==> src/rtl/acq_trigger_sequencer.sv <==
// Acquisition trigger sequencer: arm, optional pre-gate, counted start events, optional post-gate,
// then acquire until stop count, RAM full, abort or wait timeout. Optional macro: ACQ_HOLDOFF_EN.
module acq_trigger_sequencer #(
  parameter int unsigned NUM_EVT = 4,
  parameter int unsigned CNT_W   = 8,
  parameter int unsigned TMO_W   = 16
) (
  input  logic               CLK_MASTER,
  input  logic               RESET_N,
  input  logic               CKE_TICK,
  input  logic               START,
  input  logic               ABORT,
  input  logic [NUM_EVT-1:0] EVT_IN,
  input  logic [NUM_EVT-1:0] START_MASK,
  input  logic               START_ALWAYS,
  input  logic [NUM_EVT-1:0] STOP_MASK,
  input  logic [CNT_W-1:0]   START_NUM,
  input  logic [CNT_W-1:0]   STOP_NUM,
  input  logic               PRE_GATE_EN,
  input  logic               POST_GATE_EN,
  input  logic               GATE_PRE,
  input  logic               GATE_POST,
  input  logic [TMO_W-1:0]   TIMEOUT,
  input  logic               SR_R_FULL,
`ifdef ACQ_HOLDOFF_EN
  input  logic [TMO_W-1:0]   HOLDOFF,
`endif
  output logic               WAITING,
  output logic               ACQUIRING,
  output logic               DONE,
  output logic [2:0]         STOP_REASON
);

  typedef enum logic [2:0] {
    S_IDLE      = 3'd0,
    S_PRE_GATE  = 3'd1,
    S_WAIT      = 3'd2,
    S_POST_GATE = 3'd3,
    S_ACQ       = 3'd4
  } state_t;

  localparam logic [2:0] RSN_NONE    = 3'd0;
  localparam logic [2:0] RSN_STOP    = 3'd1;
  localparam logic [2:0] RSN_FULL    = 3'd2;
  localparam logic [2:0] RSN_ABORT   = 3'd3;
  localparam logic [2:0] RSN_TIMEOUT = 3'd4;

  state_t             state, state_nxt;
  logic [NUM_EVT-1:0] evt_prev, start_mask_q, stop_mask_q;
  logic               start_always_q, post_gate_q;
  logic [CNT_W-1:0]   scount, ecount;
  logic [TMO_W-1:0]   timeout_q, tick_cnt;
  logic               arm, set_reason, scount_dec, ecount_dec, busy, tmo_hit, stop_ok;
  logic [2:0]         reason_nxt;
  logic [NUM_EVT-1:0] evt_rise;
  logic               start_hit, stop_hit;

  assign evt_rise  = EVT_IN & ~evt_prev;
  assign start_hit = (|(evt_rise & start_mask_q)) | start_always_q;
  assign stop_hit  = |(evt_rise & stop_mask_q);
  assign busy      = state inside {S_PRE_GATE, S_WAIT, S_POST_GATE, S_ACQ};
  assign tmo_hit   = (timeout_q != '0) && (tick_cnt == timeout_q);

`ifdef ACQ_HOLDOFF_EN
  // Stop events are masked until HOLDOFF ticks have elapsed in ACQ; zero disables the holdoff.
  logic [TMO_W-1:0] holdoff_q, hold_cnt;
  assign stop_ok = (hold_cnt >= holdoff_q);

  always_ff @(posedge CLK_MASTER or negedge RESET_N) begin
    if (!RESET_N) begin
      holdoff_q <= '0;
      hold_cnt  <= '0;
    end else begin
      if (arm) holdoff_q <= HOLDOFF;
      if (state != S_ACQ)                   hold_cnt <= '0;
      else if (CKE_TICK && hold_cnt != '1) hold_cnt <= hold_cnt + TMO_W'(1);
    end
  end
`else
  assign stop_ok = 1'b1;
`endif

  // Next-state and sequencing decisions.
  always_comb begin
    state_nxt  = state;
    arm        = 1'b0;
    set_reason = 1'b0;
    reason_nxt = RSN_NONE;
    scount_dec = 1'b0;
    ecount_dec = 1'b0;
    case (state)
      S_IDLE: begin
        if (START && !ABORT) begin
          arm       = 1'b1;
          state_nxt = PRE_GATE_EN ? S_PRE_GATE : S_WAIT;
        end
      end
      S_PRE_GATE: begin
        if (tmo_hit) begin
          state_nxt  = S_IDLE;
          set_reason = 1'b1;
          reason_nxt = RSN_TIMEOUT;
        end else if (GATE_PRE) begin
          state_nxt = S_WAIT;
        end
      end
      S_WAIT: begin
        if (tmo_hit) begin
          state_nxt  = S_IDLE;
          set_reason = 1'b1;
          reason_nxt = RSN_TIMEOUT;
        end else if (start_hit) begin
          if (scount != '0) scount_dec = 1'b1;
          else              state_nxt  = post_gate_q ? S_POST_GATE : S_ACQ;
        end
      end
      S_POST_GATE: begin
        if (GATE_POST) state_nxt = S_ACQ;
      end
      S_ACQ: begin
        if (SR_R_FULL) begin
          state_nxt  = S_IDLE;
          set_reason = 1'b1;
          reason_nxt = RSN_FULL;
        end else if (stop_hit && stop_ok) begin
          if (ecount != '0) begin
            ecount_dec = 1'b1;
          end else begin
            state_nxt  = S_IDLE;
            set_reason = 1'b1;
            reason_nxt = RSN_STOP;
          end
        end
      end
      default: state_nxt = S_IDLE;
    endcase
    // Abort overrides everything in any legal busy state.
    if (busy && ABORT) begin
      state_nxt  = S_IDLE;
      set_reason = 1'b1;
      reason_nxt = RSN_ABORT;
      scount_dec = 1'b0;
      ecount_dec = 1'b0;
    end
  end

  always_ff @(posedge CLK_MASTER or negedge RESET_N) begin
    if (!RESET_N) begin
      state          <= S_IDLE;
      evt_prev       <= '0;
      start_mask_q   <= '0;
      stop_mask_q    <= '0;
      start_always_q <= 1'b0;
      post_gate_q    <= 1'b0;
      scount         <= '0;
      ecount         <= '0;
      timeout_q      <= '0;
      tick_cnt       <= '0;
      WAITING        <= 1'b0;
      ACQUIRING      <= 1'b0;
      DONE           <= 1'b0;
      STOP_REASON    <= RSN_NONE;
    end else begin
      state     <= state_nxt;
      evt_prev  <= EVT_IN;
      WAITING   <= state_nxt inside {S_PRE_GATE, S_WAIT};
      ACQUIRING <= state_nxt inside {S_POST_GATE, S_ACQ};
      DONE      <= set_reason;
      if (arm) begin
        start_mask_q   <= START_MASK;
        stop_mask_q    <= STOP_MASK;
        start_always_q <= START_ALWAYS;
        post_gate_q    <= POST_GATE_EN;
        scount         <= START_NUM;
        ecount         <= STOP_NUM;
        timeout_q      <= TIMEOUT;
        tick_cnt       <= '0;
        STOP_REASON    <= RSN_NONE;
      end else begin
        if (scount_dec) scount <= scount - CNT_W'(1);
        if (ecount_dec) ecount <= ecount - CNT_W'(1);
        if (set_reason) STOP_REASON <= reason_nxt;
        // Tick counter runs only in the wait states and saturates.
        if (CKE_TICK && (state inside {S_PRE_GATE, S_WAIT}) && tick_cnt != '1)
          tick_cnt <= tick_cnt + TMO_W'(1);
      end
    end
  end

endmodule

==> config.mk <==
export PLATFORM = sky130hd
export DESIGN_NAME = acq_trigger_sequencer
export DESIGN_NICKNAME = d
export VERILOG_FILES = /design/src/rtl/acq_trigger_sequencer.sv
export SDC_FILE = /design/constraint.sdc
export NUM_CORES = 1
export LEC_CHECK = 0
export CAP_MARGIN = 40
export CORE_AREA = 4 4 101 103
export CTS_CLUSTER_SIZE = 14
export DETAILED_ROUTE_END_ITERATION = 8
export DIE_AREA = 0 0 105 107
export SETUP_SLACK_MARGIN = 0.4
export SLEW_MARGIN = 20
export SYNTH_ARGS = -nofsm -noshare
export SYNTH_HDL_FRONTEND = slang
export SYNTH_SLANG_ARGS = --single-unit
==> constraint.sdc <==
create_clock -name CLK_MASTER -period 4.78 [get_ports CLK_MASTER]
set_input_delay 0.478 -clock CLK_MASTER [delete_from_list [all_inputs] [get_ports CLK_MASTER]]
set_output_delay 0.478 -clock CLK_MASTER [all_outputs]
set_load 0.05 [all_outputs]
# --- Word level (Yosys, flattened, before mapping) ---
# Cells that the tools add are included.
totals:
  word_cells: 99
  ff_bits: 71
  out_inout_bits: 6
  latchBits: 0
  memories: 0
  inputBits: 55
  ramBits: 0
  mem_bits_ro: 0
classes:
  bitwise_logic: 5
  muxes: 46
  reduce_logical: 21
  div_mod_pow: 0
  addsub: 3
  n_lt_le_gt_ge: 0
  n_mul: 0
  n_shift: 0
  n_eq_ne: 10
op_table:
  columns: ["cell", "count"]
  rows:
  - ["two-way mux 3 bit", 16]
  - ["two-way mux 16 bit", 2]
  - ["two-way mux 8 bit", 4]
  - ["two-way mux 1 bit", 19]
  - ["adder 16 x 1 -> 16 bit (second input constant)", 1]
  - ["equality test 16 bit", 1]
  - ["!= test 16 bit (second input constant)", 1]
  - ["nonzero test 16 bit", 1]
  - ["nonzero test 8 bit", 2]
  - ["subtractor 8 x 1 -> 8 bit (second input constant)", 2]
  - ["case mux 3 bit (5 select lines)", 1]
  - ["nonzero test 2 bit", 7]
  - ["AND 4 bit", 3]
  - ["equality test 3 x 2 -> 1 bit (second input constant)", 4]
  - ["OR reduction 4 bit", 2]
  - ["equality test 3 x 1 -> 1 bit (second input constant)", 2]
  - ["equality test 3 bit (second input constant)", 2]
  - ["case mux 3 bit (2 select lines)", 1]
  - ["logical AND 1 bit", 5]
  - ["two-way mux 2 bit", 2]
  - ["NOT 4 bit", 1]
  - ["nonzero test 4 bit", 1]
  - ["logical NOT 3 bit", 1]
  - ["case mux 1 bit (2 select lines)", 1]
  - ["3 further kinds", 3]

# --- Logic depth before layout (Yosys ltp) ---
depth:
  word_depth: 11
  depth_mapped: 10
  depth_no_buf: 9

# --- Worst setup path after synthesis ---
# No wires, ideal clock.
synth_path:
  path_kind: "reg2reg"
  from: "register timeout_q[3]"
  to: "register scount[4]"
  path_stages_with_launch: 9
  n_path_buf: 1
  setup_ps: 82
  arrival_time_ps: 2229
  path_slack_ps: 2469
  period_less_slack_ps: 2311
  required_ps: 4698
  path_cell_list: "dfrtp_1 nor4_1 nand4_1 and3_1 a2111o_1 or2_1 clkbuf_2 or3_1 a31oi_1"
synth_via:
  elab_chain_cells: 6
  word_cells_on_any_way: 7
  classes_between: "1 x eq/ne; 3 x mux; 3 x reduce/logical"
synth_lines:
  columns: ["item", "line_no", "rtl"]
  rows:
  - ["start: declaration", "52", "logic [TMO_W-1:0] timeout_q, tick_cnt;"]
  - ["start signal: assignment", "157", "timeout_q <= '0;"]
  - ["start signal: assignment", "176", "timeout_q <= TIMEOUT;"]
  - ["equality test 16 bit / nonzero test 16 bit (equally long branches)", "62", "assign tmo_hit = (timeout_q != '0) && (tick_cnt == timeout_q);"]
  - ["logical AND 1 bit (*)", "62", null]
  - ["two-way mux 1 bit (*)", "108", "if (tmo_hit) begin"]
  - ["two-way mux 1 bit (*)", "91", "case (state)"]
  - ["two-way mux 1 bit (*)", "138", "if (busy && ABORT) begin"]
  - ["nonzero test 2 bit (no source line) (*)", null, null]
  - ["end signal: assignment", "180", "if (scount_dec) scount <= scount - CNT_W'(1);"]
  - ["end: declaration", "51", "logic [CNT_W-1:0] scount, ecount;"]
# Mark *: on every way between the ends. The rest lies on a longest branch, timed or not.
# A chain may end at the register's enable or synchronous reset.

# --- Worst setup path in the final report ---
layout_path:
  from: "input ABORT"
  to: "register WAITING"
layout_via:
  elab_chain_cells: 7
  word_cells_on_any_way: 9
  classes_between: "2 x eq/ne; 3 x mux; 4 x reduce/logical"
layout_lines:
  columns: ["item", "line_no", "rtl"]
  rows:
  - ["start: declaration", "12", "input logic ABORT,"]
  - ["logical NOT 1 bit", "93", "if (START && !ABORT) begin"]
  - ["logical AND 1 bit", "93", null]
  - ["two-way mux 3 bit", "93", null]
  - ["case mux 3 bit (5 select lines)", "91", null]
  - ["two-way mux 3 bit (*)", "138", null]
  - ["equality test 3 x 1 -> 1 bit / equality test 3 x 2 -> 1 bit (equally long branches)", "166", "WAITING <= state_nxt inside {S_PRE_GATE, S_WAIT};"]
  - ["nonzero test 2 bit (*)", "166", null]
  - ["end signal: assignment", "166", null]
  - ["end: declaration", "28", "output logic WAITING,"]
# Marks and branches as above.

==> impl_metrics.csv <==
group,metric,value,unit
setup_path,reg2reg_depth,7,
timing,maximum_clock_rate,363,MHz
cells_and_area,post_synthesis_to_final_layout_area_growth,23.8,%
power_and_ir_drop,peakVddDrop,160,µV
setup_path,critPathSlowestCell,"sky130_fd_sc_hd__or3b_2",
placement,buffer_ports.inserted,60,
clock_tree,cts_htree_levels,3,
grt,overflow_after_grt,0,
clock_tree,postCtsSetupBuffers,0,
setup_path,crit_family,"simple AND/OR/NAND/NOR gates",
detailed_routing,drt_iter0_markers,116,
setup_path,timing.critical_path.slowest_cell_delay,0.82,ns
power_and_ir_drop,power_per_cell_area,479,mW/mm²
detailed_routing,drt-vias-per-instance,5.05,
clock_tree,cts-hold-fix-buffers,0,
cells_and_area,regArea,0.00178,mm²
setup_path,crit_path_end_kind,"flop",
synthesis,ys_flop_type,"sky130_fd_sc_hd__dfrtp_1",
die,initial_utilization,38.9,%
setup_path,cp_data_required_time,5.00,ns
clock_tree,ctsLongestPathBuffers,2,
outcome,outcome,"complete, no violations",
timing,clock_skew,0.0112,ns
timing,finish_stage_setup_viols,0,
power_and_ir_drop,power.total,2.12,mW
synthesis,yosys_register_bits,71,
grt,grt_start_max_net_pins,43,
detailed_routing,route.detailed.drc,0,
clock_tree,numCtsBuffers,9,
die,die-height,107,µm
cells_and_area,multi_input_gate_area_in_the_final_layout,0.00171,mm²
timing,min_period_over_period,57.7,%
synthesis,syn_area,0.00358,mm²
timing,final.setup.tns,0,ns
clock_tree,cts_tree,"yes",
cells_and_area,fillCellCount,925,
synthesis,synth_top_cells_by_area,"sky130_fd_sc_hd__dfrtp_1 (50%), sky130_fd_sc_hd__nand2_1 (11%), sky130_fd_sc_hd__xnor2_1 (6.1%)",
setup_path,arrival,2.97,ns
die,floorplan.die.width,105,µm
detailed_routing,dr.max_layer_used,"met4",
setup_path,cp.buffers_inverters,1,
setup_path,crit_start,"ABORT",
grt,initial_antenna_violation_count,0,
cells_and_area,layoutNonFillerInstCount,574,
clock_tree,cts-root-buf,"sky130_fd_sc_hd__clkbuf_8",
setup_path,register_to_register_setup_slack,2.15,ns
detailed_routing,drt-wirelength-per-cell,14.4,µm
detailed_routing,route.met3.wl,367,µm
worst_hold_path,hold_path.class,"in2async",
synthesis,post_synth.cell_area_avg,8.93,µm²
timing,maxSlewHeadroom,46.8,%
cells_and_area,n_antenna_cell,0,
detailed_routing,ant_nets,0,
grt,grt.total_usage,15.5,%
synthesis,synthDominantCellAreaShare,49.6,%
synthesis,netlist.top_cell.by_area,"sky130_fd_sc_hd__dfrtp_1",
timing,timing.final.crit_period,2.76,ns
placement,gp_routability_congestion,0.887,
grt,first_pass_grt_wire_length,14.1,mm
placement,place.detailed.instances,558,
placement,place_hpwl,6.10,mm
setup_path,critPathMaxFanout,37,
setup_path,cp_cell_sequence,"clkdlybuf4s50_1 -> or3_1 -> or3b_2 -> o22ai_1 -> a31oi_1 -> o2bb2ai_1 -> xnor2_1 -> nor2_1",
synthesis,synth-seq-area-share,49.6,%
synthesis,asyncSetResetFlopFracSynth,100,%
timing,report.final.slew_viol_count,0,
detailed_routing,routed-wl-met2,3.83,mm
setup_path,endpoint_of_the_most_critical_setup_path,"WAITING",
cells_and_area,final_nets,517,
synthesis,synth_edf_count,0,
timing,tightest_slew,0.798,ns
clock_tree,clk_latency,0.34,ns
synthesis,mappedNetlistNets,460,
synthesis,synth.lib_cells_used.distinct,44,
setup_path,setup.worst_path.start_class,"input port",
setup_path,r2r-start,"state[0]",
synthesis,most_used_standard_cells_in_the_synthesized_netlist,"sky130_fd_sc_hd__nand2_1 (104), sky130_fd_sc_hd__dfrtp_1 (71), sky130_fd_sc_hd__nor2_1 (34)",
synthesis,post_synth_inst_count,401,
power_and_ir_drop,p_leak,1.96,nW
die,floorplan.io_pins,61,
synthesis,synth.most_common_cell,"sky130_fd_sc_hd__nand2_1",
grt,grt_pass1_vias,2869,
detailed_routing,met1_length,3.99,mm
clock_tree,ctsResizeCount,0,
clock_tree,cts.clk_slew.worst_paths,0.07,ns
detailed_routing,routed-via-count,2900,
synthesis,yosys_warnings,0,
timing,unrepaired_setup_endpoints_after_global_routing,"false",
detailed_routing,detailedRoute.firstPassIterationCount,4,
setup_path,stages_on_the_worst_setup_path,8,
setup_path,r2r_end,"WAITING",
detailed_routing,routed_wl,8.28,mm
die,core_area,0.00920,mm²
flow_run,maxCapViolations,0,
clock_tree,cts.sinks,71,
die,rows,35,
die,design.die.area,0.0112,mm²
setup_path,worstSetupPathType,"in2reg",
timing,hold_violations,0,
timing,timing.hold.ws,0.172,ns
cells_and_area,fraction_of_final_layout_cells_with_drive_strength_greater_than_1,5.18,%
==> registers in the layout, summed over array words and instances, names as in the netlist, 3 cells and up <==
name,cells
timeout_q,16
scount,8
STOP_REASON,3
evt_prev,4
start_mask_q,4
stop_mask_q,4
ecount,8
tick_cnt,16
state,3
==> final cells by class <==
| class | instances | area share, % |
|---|---|---|
| Tap cell | 111 | 3.13 |
| Timing Repair Buffer | 63 | 13.9 |
| Inverter | 9 | 0.762 |
| Multi-Input combinational cell | 304 | 38.6 |
| Clock buffer | 11 | 2.96 |
| Sequential cell | 71 | 40.1 |
| Clock inverter | 5 | 0.564 |
==> cell usage in the layout, fill, tap and decap left out, types with 2 or more instances in the layout <==
master / instances
sky130_fd_sc_hd__a31oi_1: 4
sky130_fd_sc_hd__nand2_1: 104
sky130_fd_sc_hd__nand3_1: 10
sky130_fd_sc_hd__o211ai_1: 2
sky130_fd_sc_hd__xor2_1: 18
sky130_fd_sc_hd__nand2b_1: 3
sky130_fd_sc_hd__inv_1: 9
sky130_fd_sc_hd__and4_1: 4
sky130_fd_sc_hd__or3b_2: 2
sky130_fd_sc_hd__clkinv_2: 5
sky130_fd_sc_hd__nand3b_1: 7
sky130_fd_sc_hd__ha_1: 4
sky130_fd_sc_hd__a21oi_1: 9
sky130_fd_sc_hd__nor4_1: 11
sky130_fd_sc_hd__or3_1: 8
sky130_fd_sc_hd__buf_4: 3
sky130_fd_sc_hd__o311ai_0: 2
sky130_fd_sc_hd__nor2b_1: 2
sky130_fd_sc_hd__and3_1: 3
sky130_fd_sc_hd__nor3_1: 4
sky130_fd_sc_hd__o21ai_0: 18
sky130_fd_sc_hd__nor2_1: 34
sky130_fd_sc_hd__clkbuf_8: 9
sky130_fd_sc_hd__xnor2_1: 25
sky130_fd_sc_hd__dfrtp_1: 71
sky130_fd_sc_hd__nand4_1: 12
sky130_fd_sc_hd__clkdlybuf4s50_1: 59
sky130_fd_sc_hd__clkbuf_1: 2
==> kinds of logic (layout without fill, tap and decap cells) <==
kind of cell / after synthesis / count (layout) / share of synthesized area [%]
mux: 1 / 1 / 0.280
compound gates: 45 / 45 / 7.83
simple gates: 211 / 211 / 27.6
xor+xnor: 43 / 43 / 10.5
fa+ha+maj: 4 / 4 / 1.40
flops: 71 / 71 / 49.6
buf+inv: 26 / 88 / 2.76
==> worst min path at each step <==
stage	start	endpoint	slack [ns]	cells after the start
2_1_floorplan	RESET_N	ACQUIRING	0.18	0
3_3_place_gp	start_mask_q[2]	start_mask_q[2]	0.46	2
3_5_place_dp	start_mask_q[2]	start_mask_q[2]	0.46	2
4_1_cts	RESET_N	ecount[5]	0.19	1
5_1_grt	RESET_N	ecount[5]	0.24	1
6_report	RESET_N	ecount[5]	0.17	1
==> per-stage QoR <==
stage | util, % | setup slack [ns] | area (µm²)
final | 48.2 | 2.02 | 4430
after global placement | 46.5 | 1.75 | 4280
after floorplan | - | 2.47 | 3580
after detailed placement | 46.5 | 1.67 | 4280
after CTS | 48.2 | 2.04 | 4430
after global routing | 48.2 | 1.90 | 4430
==> metal layers <==
metal | global-route usage, % | vias up
li1 | - | 1474
met1 | 21.5 | 1353
met2 | 24.6 | 66
met3 | 2.95 | 7
met4 | 5.15 | 0
met5 | 0 | -
==> power breakdown <==
group | internal (mW) | switching, mW
Combinational | 0.327 | 0.408
Sequential | 0.804 | 0.187
Clock | 0.184 | 0.212
Note: power is estimated with default switching activity, not from simulation.
==> variant: new RTL, same settings <==
Set the parameter `CNT_W` to 6 (it was 8).
--- a/src/rtl/acq_trigger_sequencer.sv
+++ b/src/rtl/acq_trigger_sequencer.sv
@@ -4,3 +4,3 @@
   parameter int unsigned NUM_EVT = 4,
-  parameter int unsigned CNT_W   = 8,
+  parameter int unsigned CNT_W   = 6,
   parameter int unsigned TMO_W   = 16
Ports: changed (resized START_NUM and STOP_NUM); port bits go from 61 to 57. The function was not compared with the original's and may differ.
==> variant against the original RTL <==
Utilization shrank 0.54 points. Wire length decreased by 2.1%. Total power grew 3.5%. Sequential share of layout area down 1.8 points. Sequential power fell by 2.1%. Sequential cell count down 4. Cell area down 1.1%. Non-clock buffer count is 3 lower. Worst setup slack better by 530 ps. Area after synthesis down 0.94%.
==> variant: results <==
set metrics [dict create \
    drt_iter0_markers 106 \
    worstMarginPinSlew_ps 573 \
    placedCellCount 548 \
    reg2regPathDepth 6 \
    io_buffers 56 \
    worst_ep_arrival_time_ps 2460 \
    drive_gt1_frac 0.0684 \
    finalNetCount 503 \
    cp_max_fo 6 \
    crit_path_top_delay_cell "nor4_1" \
    grt_pass1_wl_mm 14.0 \
    p_comb_uw 813 \
    viasPerCell 5.24 \
    criticalPathCategory "flop to flop" \
    wl_met3_um 348 \
    fillers 935 \
    startpoint "timeout_q[15]" \
    intPower_uw 1310 \
    grt_pass1_vias 2941 \
    gp_congestion 0.806 \
    yosys-top-cells-area "dfrtp_1 47%, nand2_1 11%, xnor2_1 5.4%" \
    grt_max_degree 38 \
    rrSetupSlack_ps 2550 \
    p_comb_frac 0.370 \
    gr-usage-met1 0.203 \
    vdd_drop_max_v 0.000208 \
    dr_wl_met2_mm 3.84 \
    place_ws_ps 2330 \
    synthTopCellsByCount "101 x nand2_1, 67 x dfrtp_1, 22 x nor2_1, 22 x xnor2_1" \
    fin_cells 564 \
    synth_compound_area_frac 0.124 \
    synth.avg_cell_area_um2 9.02 \
    p_leak_uw 0.00187 \
    met1Wirelength_mm 3.78 \
    status "complete, no violations" \
    synth_xor_xnor_area_share 0.0815 \
]
==> variant: cell count changes in the layout (fill, tap and decap cells not counted), sizes merged, moves of 6 or more <==
cell | before | now
inv | 9 | 15
nor2 | 34 | 22
a21oi | 9 | 15
xor2 | 18 | 11
==> variant: cell type report <==
class | count | share of cell area
repair buffers | 60 | 0.136
well taps | 111 | 0.0317
clock inverters | 6 | 0.00942
inverters | 14 | 0.0120
clock buffers | 10 | 0.0291
multi-input cells | 296 | 0.399
flip-flops and latches | 67 | 0.383
==> variant: worst min-delay path by stage <==
stage	slack [ps]	from	endpoint	depth (start not counted)
final	160	RESET_N	tick_cnt[7]	2
after CTS	150	RESET_N	evt_prev[3]	2
after global routing	190	RESET_N	evt_prev[3]	2
after global placement	460	start_mask_q[1]	start_mask_q[1]	2
after floorplan	180	RESET_N	ACQUIRING	0
after detailed placement	470	start_mask_q[2]	start_mask_q[2]	2
